<file path="src/rtl/trap_sequencer.sv">
// trap_sequencer: trap/return redirect stage downstream of the CSR file.
// On an accepted ECALL or MRET in execute it flushes younger instructions and
// holds fetch/decode. It then drains for DRAIN_CYCLES cycles so the CSR writes
// can settle, and finally issues a valid/ready redirect to mtvec or mepc.
// Optional feature macro: TRAP_SEQ_STATS_EN adds the trap_cnt accept counter.
//
// Handshake: redir_valid/redir_pc form a valid/ready pair with fe_ready.
// Once redir_valid is raised, it and redir_pc stay constant until a rising
// edge where fe_ready=1. That edge completes the transfer and returns to IDLE.
// The completing edge never accepts a new trap.
module trap_sequencer #(
    parameter int unsigned DRAIN_CYCLES = 2
) (
    input  logic        clk,
    input  logic        rst_n,
    input  logic        ex_valid,
    input  logic [31:0] ex_pc,
    input  logic [31:0] ex_ir,
    input  logic [31:0] mtvec,
    input  logic [31:0] mepc,
    input  logic        fe_ready,
    output logic        redir_valid,
    output logic [31:0] redir_pc,
    output logic        flush,
    output logic        hold,
`ifdef TRAP_SEQ_STATS_EN
    output logic [31:0] trap_cnt,
`endif
    output logic [31:0] dbg_trap_pc,
    output logic [1:0]  state_dbg
);

    localparam logic [31:0] ECALL_ENC = 32'h0000_0073;
    localparam logic [31:0] MRET_ENC  = 32'h3020_0073;

    // A drain of zero cycles would collapse DRAIN into the accept edge.
    // A count above 15 does not fit the 4-bit drain counter.
    if ((DRAIN_CYCLES < 1) || (DRAIN_CYCLES > 15)) begin : g_bad_drain
        $error("trap_sequencer: DRAIN_CYCLES must be in 1..15");
    end

    typedef enum logic [1:0] {
        IDLE  = 2'd0,
        DRAIN = 2'd1,
        REDIR = 2'd2
    } state_t;

    state_t      state, state_nxt;
    logic [3:0]  cnt, cnt_nxt;
    logic        kind, kind_nxt;     // 1 = MRET, 0 = ECALL
    logic        load_pc;
    logic        flush_q;
    logic [31:0] redir_pc_q;
    logic [31:0] dbg_pc_q;

    logic is_ecall, is_mret, accept;
    assign is_ecall = (ex_ir == ECALL_ENC);
    assign is_mret  = (ex_ir == MRET_ENC);
    assign accept   = (state == IDLE) && ex_valid && (is_ecall || is_mret);

    // The low bits of mtvec hold the vector mode and are masked off the target.
    logic unused_mtvec_mode;
    assign unused_mtvec_mode = ^mtvec[1:0];

    // State register, drain counter and recorded event kind.
    always_ff @(posedge clk or negedge rst_n) begin
        if (!rst_n) begin
            state <= IDLE;
            cnt   <= 4'd0;
            kind  <= 1'b0;
        end else begin
            state <= state_nxt;
            cnt   <= cnt_nxt;
            kind  <= kind_nxt;
        end
    end

    // Next-state logic: accept in IDLE, count down in DRAIN, then wait for fetch.
    always_comb begin
        state_nxt = state;
        cnt_nxt   = cnt;
        kind_nxt  = kind;
        load_pc   = 1'b0;
        case (state)
            IDLE: begin
                if (accept) begin
                    state_nxt = DRAIN;
                    cnt_nxt   = 4'(DRAIN_CYCLES - 1);
                    kind_nxt  = is_mret;
                end
            end
            DRAIN: begin
                if (cnt != 4'd0) begin
                    cnt_nxt = cnt - 4'd1;
                end else begin
                    state_nxt = REDIR;
                    load_pc   = 1'b1;
                end
            end
            REDIR: begin
                if (fe_ready) begin
                    state_nxt = IDLE;
                end
            end
            default: state_nxt = IDLE;
        endcase
    end

    // Flush pulse covers exactly the cycle after the accept edge.
    always_ff @(posedge clk or negedge rst_n) begin
        if (!rst_n) flush_q <= 1'b0;
        else        flush_q <= accept;
    end

    // Redirect target is sampled once, when DRAIN hands over to REDIR.
    always_ff @(posedge clk or negedge rst_n) begin
        if (!rst_n)       redir_pc_q <= 32'h0;
        else if (load_pc) redir_pc_q <= kind ? mepc : {mtvec[31:2], 2'b00};
    end

    // PC of the trapping instruction, kept for debug only.
    always_ff @(posedge clk or negedge rst_n) begin
        if (!rst_n)      dbg_pc_q <= 32'h0;
        else if (accept) dbg_pc_q <= ex_pc;
    end

`ifdef TRAP_SEQ_STATS_EN
    logic [31:0] trap_cnt_q;

    // Accepted-event counter; wraps naturally at 32 bits.
    always_ff @(posedge clk or negedge rst_n) begin
        if (!rst_n)      trap_cnt_q <= 32'h0;
        else if (accept) trap_cnt_q <= trap_cnt_q + 32'd1;
    end

    assign trap_cnt = trap_cnt_q;
`endif

    assign redir_valid = (state == REDIR);
    assign redir_pc    = redir_pc_q;
    assign flush       = flush_q;
    assign hold        = (state != IDLE);
    assign dbg_trap_pc = dbg_pc_q;
    assign state_dbg   = state;

endmodule
</file>
<file path="config.mk">
export PLATFORM = sky130hd
export DESIGN_NAME = trap_sequencer
export DESIGN_NICKNAME = d
export VERILOG_FILES = /design/src/rtl/trap_sequencer.sv
export SDC_FILE = /design/constraint.sdc
export NUM_CORES = 1
export LEC_CHECK = 0
export ABC_AREA = 1
export BUFFER_PORTS_ARGS = -buffer_cell sky130_fd_sc_hd__buf_4
export CORE_AREA = 2 2 102 104
export DETAILED_ROUTE_END_ITERATION = 12
export DIE_AREA = 0 0 104 106
export PLACE_DENSITY = 0.75
export SKIP_CTS_REPAIR_TIMING = 1
export SLEW_MARGIN = 20
export SYNTH_ARGS = -nofsm -noshare
export SYNTH_HDL_FRONTEND = slang
export SYNTH_SLANG_ARGS = --single-unit
</file>
<file path="constraint.sdc">
create_clock -name clk -period 1.9 [get_ports clk]
set_input_delay 0.38 -clock clk [delete_from_list [all_inputs] [get_ports clk]]
set_output_delay 0.38 -clock clk [all_outputs]
set_load 0.05 [all_outputs]
</file>
* After elaboration in Yosys (flattened, before gate mapping) *
Index checks and enable logic that the tools add are counted.

word-level totals
  bits in registers = 72
  output and inout bits = 69
  logic and storage cells = 35

cells by class
  muxes and demuxes = 10
  equal/unequal tests = 8
  reductions and logical operators = 10
  $add $sub $neg = 1

operators with widths
  cell                  count
  $eq 32x30->1 const B  1
  $eq 32x7->1 const B   1
  $mux 32               1
  $mux 4                2
  $ne 2x2->1 const B    4
  $pmux 4 s2            1
  $mux 2                3
  $pmux 2 s3            1
  $reduce_and 3->1      2
  $reduce_bool 2->1     2
  $reduce_bool 4->1     1
  $sub 4x1->4 const B   1
  $eq 2x1->1 const B    1
  $eq 2x2->1 const B    1
  $logic_and 1x1->1     2
  $logic_not 2->1       1
  $mux 1                2
  $reduce_and 2->1      1
  $logic_or 1x1->1      1

* Longest topological paths before layout *
Gate-level depths: netlist of run 1.

  depth in word-level cells = 5
  mapped depth = 10
  mapped depth without buffers = 9

* Worst setup path after synthesis of run 1 *
Ideal clock, no wire load.

  path type = register -> register
  start point = reg state[1], in the netlist state_dbg[1]
  end point = reg dbg_pc_q[11], in the netlist dbg_trap_pc[11]
  stages on the path, launching flop included = 11
  arrival time = 1724 ps
  required time = 1783 ps
  setup time = 117 ps
  buffers on the path = 2
  setup slack = 59 ps
  cell sequence = dfrtp_1 -> inv_2 -> nand2_2 -> nor2_1 -> nand2_1 -> nor2_1 -> nand3_2 -> buf_6 -> buf_6 -> nand2_2 -> nand2_1

on the way
  longest elaborated chain between the ends = 3

ends and longest elaborated chain
  item                            line  text
  start, declared                 48    state_t state, state_nxt;
  start signal, assigned          72    state <= state_nxt;
  $logic_not 2->1                 59    assign accept = (state == IDLE) && ex_valid && (is_ecall || is_mret);
  $logic_and 1x1->1 (2 in a row)  59
  end signal, assigned            124   else if (accept) dbg_pc_q <= ex_pc;
  end, declared                   54    logic [31:0] dbg_pc_q;

No other way between the ends.
A chain may end at the register's enable or synchronous reset.

* Final worst setup path of run 1 *
  start point = reg state[0], in the netlist state_dbg[0]
  end point = reg cnt[3]

on the way
  longest elaborated chain between the ends = 5
  elaborated cells between the ends (all ways) = 9
  those cells by class = eq/ne (3); mux (1); reduce/logical (5)

ends and longest elaborated chain
  item                               line    text
  $logic_not 2->1                    59, 84
  $logic_and 1x1->1 (2 in a row)     59
  $ne 2x2->1 (no source line)        --
  $reduce_and 3->1 (no source line)  --
  end signal, assigned               73      cnt <= cnt_nxt;
  end, declared                      49      logic [3:0] cnt, cnt_nxt;

Several ways; a longest one is shown, not always the timed one.

==> results of run 1 <==
final cells by class:
cell class / count / area [um^2]
Clock buffer: 12 / 135.1
Clock inverter: 4 / 45.04
Fill cell: 986 / 4796
Inverter: 59 / 224.0
Multi-Input combinational cell: 294 / 1269
Sequential cell: 72 / 1802
Tap cell: 136 / 170.2
Timing Repair Buffer: 204 / 1559
registers in the layout, summed over array words and instances, names as in the netlist:
| signal | flops |
|---|---|
| dbg_trap_pc | 32 |
| redir_pc | 32 |
| kind | 1 |
| flush | 1 |
| state_dbg | 2 |
| cnt | 4 |
worst reg2reg max path, delay by kind of cell (launching register included):
family / cells / cell delay (ns)
buffers and inverters: 2 / 0.48
AND/OR/NAND/NOR: 8 / 0.58
flip-flops: 1 / 0.45
worst paths after layout:
path / endpoint / depth (start not counted) / slack, ns / startpoint
max in group asynchronous: dbg_trap_pc[19]$_DFFE_PN0P_ / 3 / 0.85 / rst_n
min: state_dbg[1]$_DFFE_PN0P_ / 2 / 0.22 / fe_ready
min reg2reg: dbg_trap_pc[30]$_DFFE_PN0P_ / 2 / 0.48 / dbg_trap_pc[30]$_DFFE_PN0P_
min in group asynchronous: dbg_trap_pc[18]$_DFFE_PN0P_ / 2 / 0.46 / rst_n
max: cnt[3]$_DFFE_PN0P_ / 10 / 0.29 / state_dbg[0]$_DFFE_PN0P_
max reg2reg: cnt[3]$_DFFE_PN0P_ / 10 / 0.29 / state_dbg[0]$_DFFE_PN0P_
stage by stage:
stage	setup slack, ns	area, um^2	utilization [%]
after floorplan	0.05921	3420	-
after global placement	0.1378	5011	50.11
after detailed placement	0.06543	5011	50.11
after CTS	0.04297	5191	51.91
after global routing	0.1152	5204	52.04
final	0.2853	5204	52.04
logic make-up after synthesis:
| group | after synthesis | synth area share, % |
|---|---|---|
| buffers and inverters | 79 | 10.21 |
| DFF | 72 | 52.69 |
| and+or+nand+nor | 229 | 26.86 |
| xor gates and xnor gates | 2 | 0.5124 |
| AOI/OAI and AO/OA | 61 | 9.001 |
| adders and majority gates | 2 | 0.7317 |
cells in the final DEF (no fill, tap or decap):
master | synthesis | final
o31ai_1 | 1 | 1
clkinv_2 | 0 | 3
nor3_1 | 1 | 1
nand3_2 | 1 | 1
inv_4 | 0 | 1
nor2_1 | 17 | 17
dfrtp_1 | 72 | 72
nor4_1 | 1 | 1
buf_4 | 0 | 201
inv_2 | 4 | 3
dlygate4sd3_1 | 0 | 1
xnor2_1 | 2 | 2
inv_1 | 55 | 55
nand3_1 | 7 | 7
nand4_1 | 1 | 1
clkbuf_8 | 0 | 9
nand2_2 | 12 | 12
nor2_2 | 2 | 2
buf_12 | 0 | 2
clkbuf_1 | 8 | 3
o21ai_0 | 45 | 45
nand2_1 | 186 | 186
and2_1 | 1 | 1
ha_1 | 2 | 2
o21ai_1 | 15 | 15
bufinv_16 | 0 | 1
power by group through the flow:
| stage | logic [mW] | registers, mW | clock network, mW |
|---|---|---|---|
| 6_report | 0.290 | 1.53 | 1.13 |
| 5_1_grt | 0.323 | 1.53 | 1.25 |
| 4_1_cts | 0.293 | 1.53 | 1.18 |
| 3_5_place_dp | 0.292 | 1.56 | 0 |
| 3_3_place_gp | 0.285 | 1.56 | 0 |
| 2_1_floorplan | 0.0448 | 1.56 | 0 |
metal layers:
metal / share of wire (%) / wire length (um) / vias to the layer above / track usage [%]
li1: - / - / 1735 / -
met1: 41 / 3648 / 1486 / 18.56
met2: 49 / 4419 / 130 / 29.09
met3: 7.4 / 666 / 19 / 4.782
met4: 2.3 / 206 / 0 / 7.336
met5: 0 / 0 / - / 0
==> flow_metrics.env, run 1 <==
export IMPL_gp_congestion=0.7868
export IMPL_yosys_warnings=0
export IMPL_crit_buf_inv=2
export IMPL_p_total_mw=2.956
export IMPL_grt_max_degree=64
export IMPL_die_area_um2=11020
export IMPL_p_per_area_nw_per_um2=568.0
export IMPL_crit_arrival_ns=1.84
export IMPL_grt_remaining_overflow=0
export IMPL_cts_max_level=3
export IMPL_ir_drop_uv=249.2
export IMPL_pwr_share_seq_pct=51.8
export IMPL_power_static_leakage_nw=2.956
export IMPL_p_int_mw=2.325
export IMPL_routed_wl_um=8941
export IMPL_fin_cells=781
export IMPL_grt_pass1_wl_um=14800
export IMPL_setup_violations=0
export IMPL_final_antenna_net_count=0
export IMPL_path_clk_slew_ns=0.07
export IMPL_timing_critical_path_cells="inv_2, nand2_2, nor2_1, nand2_1, nor2_1, nand3_2, buf_4, nand2_2, nand2_1, nand2_1"
export IMPL_cp_top_family="simple AND/OR/NAND/NOR gates"
export IMPL_slew_headroom_pct=65.41
export IMPL_crit_fanout=38
export IMPL_synth_seq_cells=72
export IMPL_tightest_slew_ns=0.5188
export IMPL_place_port_buffers=198
export IMPL_drc=0
export IMPL_ioPinCount=201
export IMPL_rsz0062_at_grt="no"
export IMPL_whs_ns=0.2174
export IMPL_status="finished, final reports clean"
export IMPL_cts_tree="yes"
export IMPL_holdCritPathClass="input pin to register"
export IMPL_power_frac_comb_pct=9.8
export IMPL_cts_root_buf="clkbuf_8"
export IMPL_synthTopCellsByArea="dfrtp_1 (53%), nand2_1 (20%), o21ai_0 (6.6%)"
export IMPL_area_growth_pct=52.18
export IMPL_fp_dieH_um=106
export IMPL_start_util_pct=34.20
export IMPL_dp_cells=764
export IMPL_hold_viol=0
export IMPL_ys_seq_area_share_pct=52.69
export IMPL_switchingPower_uw=631.3
export IMPL_dr_pass1_iters=4
export IMPL_die_w_um=104
export IMPL_synth_area_leader_cell="dfrtp_1"
export IMPL_cts_sinks=72
export IMPL_max_stage_delay_ns=0.45
export IMPL_grt_pass1_vias=3315
export IMPL_wl_per_cell_um=11.45
export IMPL_worstPathRequired_ns=2.13
export IMPL_grt_usage_pct=16.50
export IMPL_start_kind="register"
export IMPL_antenna_found_initial=0
export IMPL_row_count=37
export IMPL_place_hpwl_um=6772
export IMPL_clk_latency_ns=0.34
export IMPL_synthArstFlopShare_pct=100.0
export IMPL_viasPerCell=4.315
export IMPL_cts_made_buffers=9
export IMPL_crit_top_cell="nand2_1"
export IMPL_cp_slowest_cell="dfrtp_1"
export IMPL_clkPwrFrac_pct=38.4
export IMPL_synthesis_nets=579
export IMPL_n_antenna_cell=0
export IMPL_maxCapViolations=0
export IMPL_synthFlopType="dfrtp_1"
export IMPL_synth_cells=445
export IMPL_core_um2=10000
export IMPL_crit_type="register to register"
export IMPL_synth_cell_types=21
export IMPL_finalClockSkew_ns=0.006413
export IMPL_fin_crit_ns=1.615
export IMPL_fin_crit_sh_pct=84.99
export IMPL_drive_gt1_share_pct=36.43
export IMPL_maxSlewViolCount=0
export IMPL_synth_top_area_share_pct=52.69
export IMPL_tns_ns=0
export IMPL_end_kind="register"
export IMPL_avgSynthCellArea_um2=7.684
export IMPL_switching_share_pct=21.36
export IMPL_drt_iter0_markers=73
export IMPL_max_freq_mhz=619.3
export IMPL_syn_area_um2=3420
export IMPL_synth_top_cells_by_count="nand2_1 (186), dfrtp_1 (72), inv_1 (55), o21ai_0 (45), nor2_1 (17)"
export IMPL_synth_edf_count=0
export IMPL_nNetsFinal=774
export IMPL_cts_max_path_buffers=2
export IMPL_vias=3370
export IMPL_synth_most_common_cell="nand2_1"
(Power assumes the default switching activity.)
==> run 2, diff against run 1 <==
Clock period 1.9 ns to 1.5 ns, I/O delays scaled along.
==> run 2 against run 1 <==
  * Worst setup slack worse by 0.25 ns
  * First-iteration DRC count is 84% higher
  * Via count increased by 5.8%
  * Power grew 25%
  * Clock-buffer cell count is 2 lower
  * Cell area is 6.1% higher
  * Critical endpoint is now redir_valid
  * Largest cell class is now buffers
  * Largest power group unchanged
==> flow_metrics.env, run 2 (synthesis gave the netlist of run 1 again) <==
export IMPL_status="finished, final reports clean"
export IMPL_cp_top_family="flip-flops"
export IMPL_setup_violations=0
export IMPL_dp_cells=772
export IMPL_grt_usage_pct=16.60
export IMPL_place_area_um2=5130
export IMPL_final_core_util_pct=55.23
export IMPL_r2r_start="state_dbg[1]$_DFFE_PN0P_"
export IMPL_cts_root_buf="clkbuf_8"
export IMPL_crit_type="register to primary output"
export IMPL_grt_max_degree=64
export IMPL_r2r_cells=8
export IMPL_p_per_area_nw_per_um2=669.1
export IMPL_path_clk_slew_ns=0.08
export IMPL_antenna_found_initial=0
export IMPL_cts_max_path_buffers=2
export IMPL_cts_sinks=72
export IMPL_power_static_leakage_nw=3.086
export IMPL_p_total_mw=3.695
export IMPL_end_kind="primary output"
export IMPL_fin_crit_ns=1.468
export IMPL_crit_arrival_ns=1.17
export IMPL_die_w_um=104
export IMPL_clk_latency_ns=0.34
export IMPL_dr_pass1_iters=5
export IMPL_worst_r2r_setup_slack_ns=0.08
export IMPL_gp_congestion=0.7967
export IMPL_maxSlewViolCount=0
export IMPL_grt_pass1_vias=3403
export IMPL_wl_per_cell_um=12.40
export IMPL_max_freq_mhz=681.1
export IMPL_slew_headroom_pct=72.00
export IMPL_post_place_ws_ns=-0.003145
export IMPL_grt_pass1_wl_um=15040
export IMPL_row_count=37
export IMPL_start_kind="register"
export IMPL_fin_crit_sh_pct=97.88
export IMPL_whs_ns=0.1175
export IMPL_rsz0062_at_grt="yes"
export IMPL_area_growth_pct=61.51
export IMPL_finalInstanceArea_um2=5523
export IMPL_timing_final_ws_setup_ns=0.03182
export IMPL_reg2reg_to="redir_pc[11]$_DFFE_PN0P_"
export IMPL_n_antenna_cell=0
export IMPL_hold_path_depth=2
export IMPL_drt_iter0_markers=134
export IMPL_start_util_pct=34.20
export IMPL_die_area_um2=11020
export IMPL_crit_fanout=4
export IMPL_routed_wl_um=9897
export IMPL_hp_start="fe_ready"
export IMPL_ioPinCount=201
export IMPL_min_to="state_dbg[1]$_DFFE_PN0P_"
export IMPL_layout_common_cells="buf_4 (206), nand2_1 (184), dfrtp_1 (70), inv_1 (53), o21ai_0 (43)"
export IMPL_drive_gt1_share_pct=40.03
export IMPL_viasPerCell=4.469
export IMPL_max_stage_delay_ns=0.43
export IMPL_core_um2=10000
export IMPL_fp_dieH_um=106
export IMPL_drc=0
export IMPL_timing_critical_path_cells="buf_6, nor2_4, buf_6"
export IMPL_worstPathRequired_ns=1.20
export IMPL_cts_tree="yes"
export IMPL_nNetsFinal=791
export IMPL_crit_buf_inv=2
export IMPL_place_hpwl_um=7005
export IMPL_cts_max_level=3
export IMPL_vias=3566
export IMPL_maxCapViolations=0
export IMPL_cts_made_buffers=9
export IMPL_cp_slowest_cell="dfrtp_2"
export IMPL_holdCritPathClass="input pin to register"
export IMPL_grt_remaining_overflow=0
export IMPL_crit_top_cell="buf_6"
export IMPL_final_antenna_net_count=0
export IMPL_hold_viol=0
export IMPL_fin_cells=798
export IMPL_finalClockSkew_ns=0.01509
export IMPL_layout_commonest_cell="buf_4"
export IMPL_ir_drop_uv=324.5
export IMPL_place_port_buffers=198
export IMPL_tns_ns=0
export IMPL_tightest_slew_ns=0.4200
[run 2: routing by layer]
metal | global-route usage, % | part of all wire, % | wire length (um) | vias to the layer above
met3 | 5.028 | 6.9 | 680 | 20
met5 | 0 | 0 | 0 | -
met4 | 7.432 | 2.2 | 214 | 0
met1 | 18.43 | 41 | 4012 | 1635
met2 | 29.37 | 50 | 4988 | 133
li1 | - | - | - | 1778
[run 2: cell type report]
cell class	instances	area, um^2
Tap cell	136	170.2
Sequential cell	72	1804
Timing Repair Buffer	221	1813
Clock buffer	10	137.6
Inverter	59	234.0
Fill cell	907	4477
Multi-Input combinational cell	294	1321
Clock inverter	6	42.54
[run 2: worst max-delay path by stage]
stage	startpoint	end	depth (start not counted)
after detailed placement	ex_ir[31]	dbg_trap_pc[18]$_DFFE_PN0P_	11
after global routing	state_dbg[0]$_DFFE_PN0P_	redir_valid	3
after CTS	state_dbg[0]$_DFFE_PN0P_	redir_valid	3
final	state_dbg[0]$_DFFE_PN0P_	redir_valid	3
after global placement	state_dbg[0]$_DFFE_PN0P_	dbg_trap_pc[26]$_DFFE_PN0P_	10
after floorplan	state_dbg[0]$_DFFE_PN0P_	dbg_trap_pc[11]$_DFFE_PN0P_	10
[run 2: power breakdown]
group          internal [mW]  switching [mW]
Clock                  0.647           0.735
Sequential              1.94    0.0000000614
Combinational          0.244           0.130
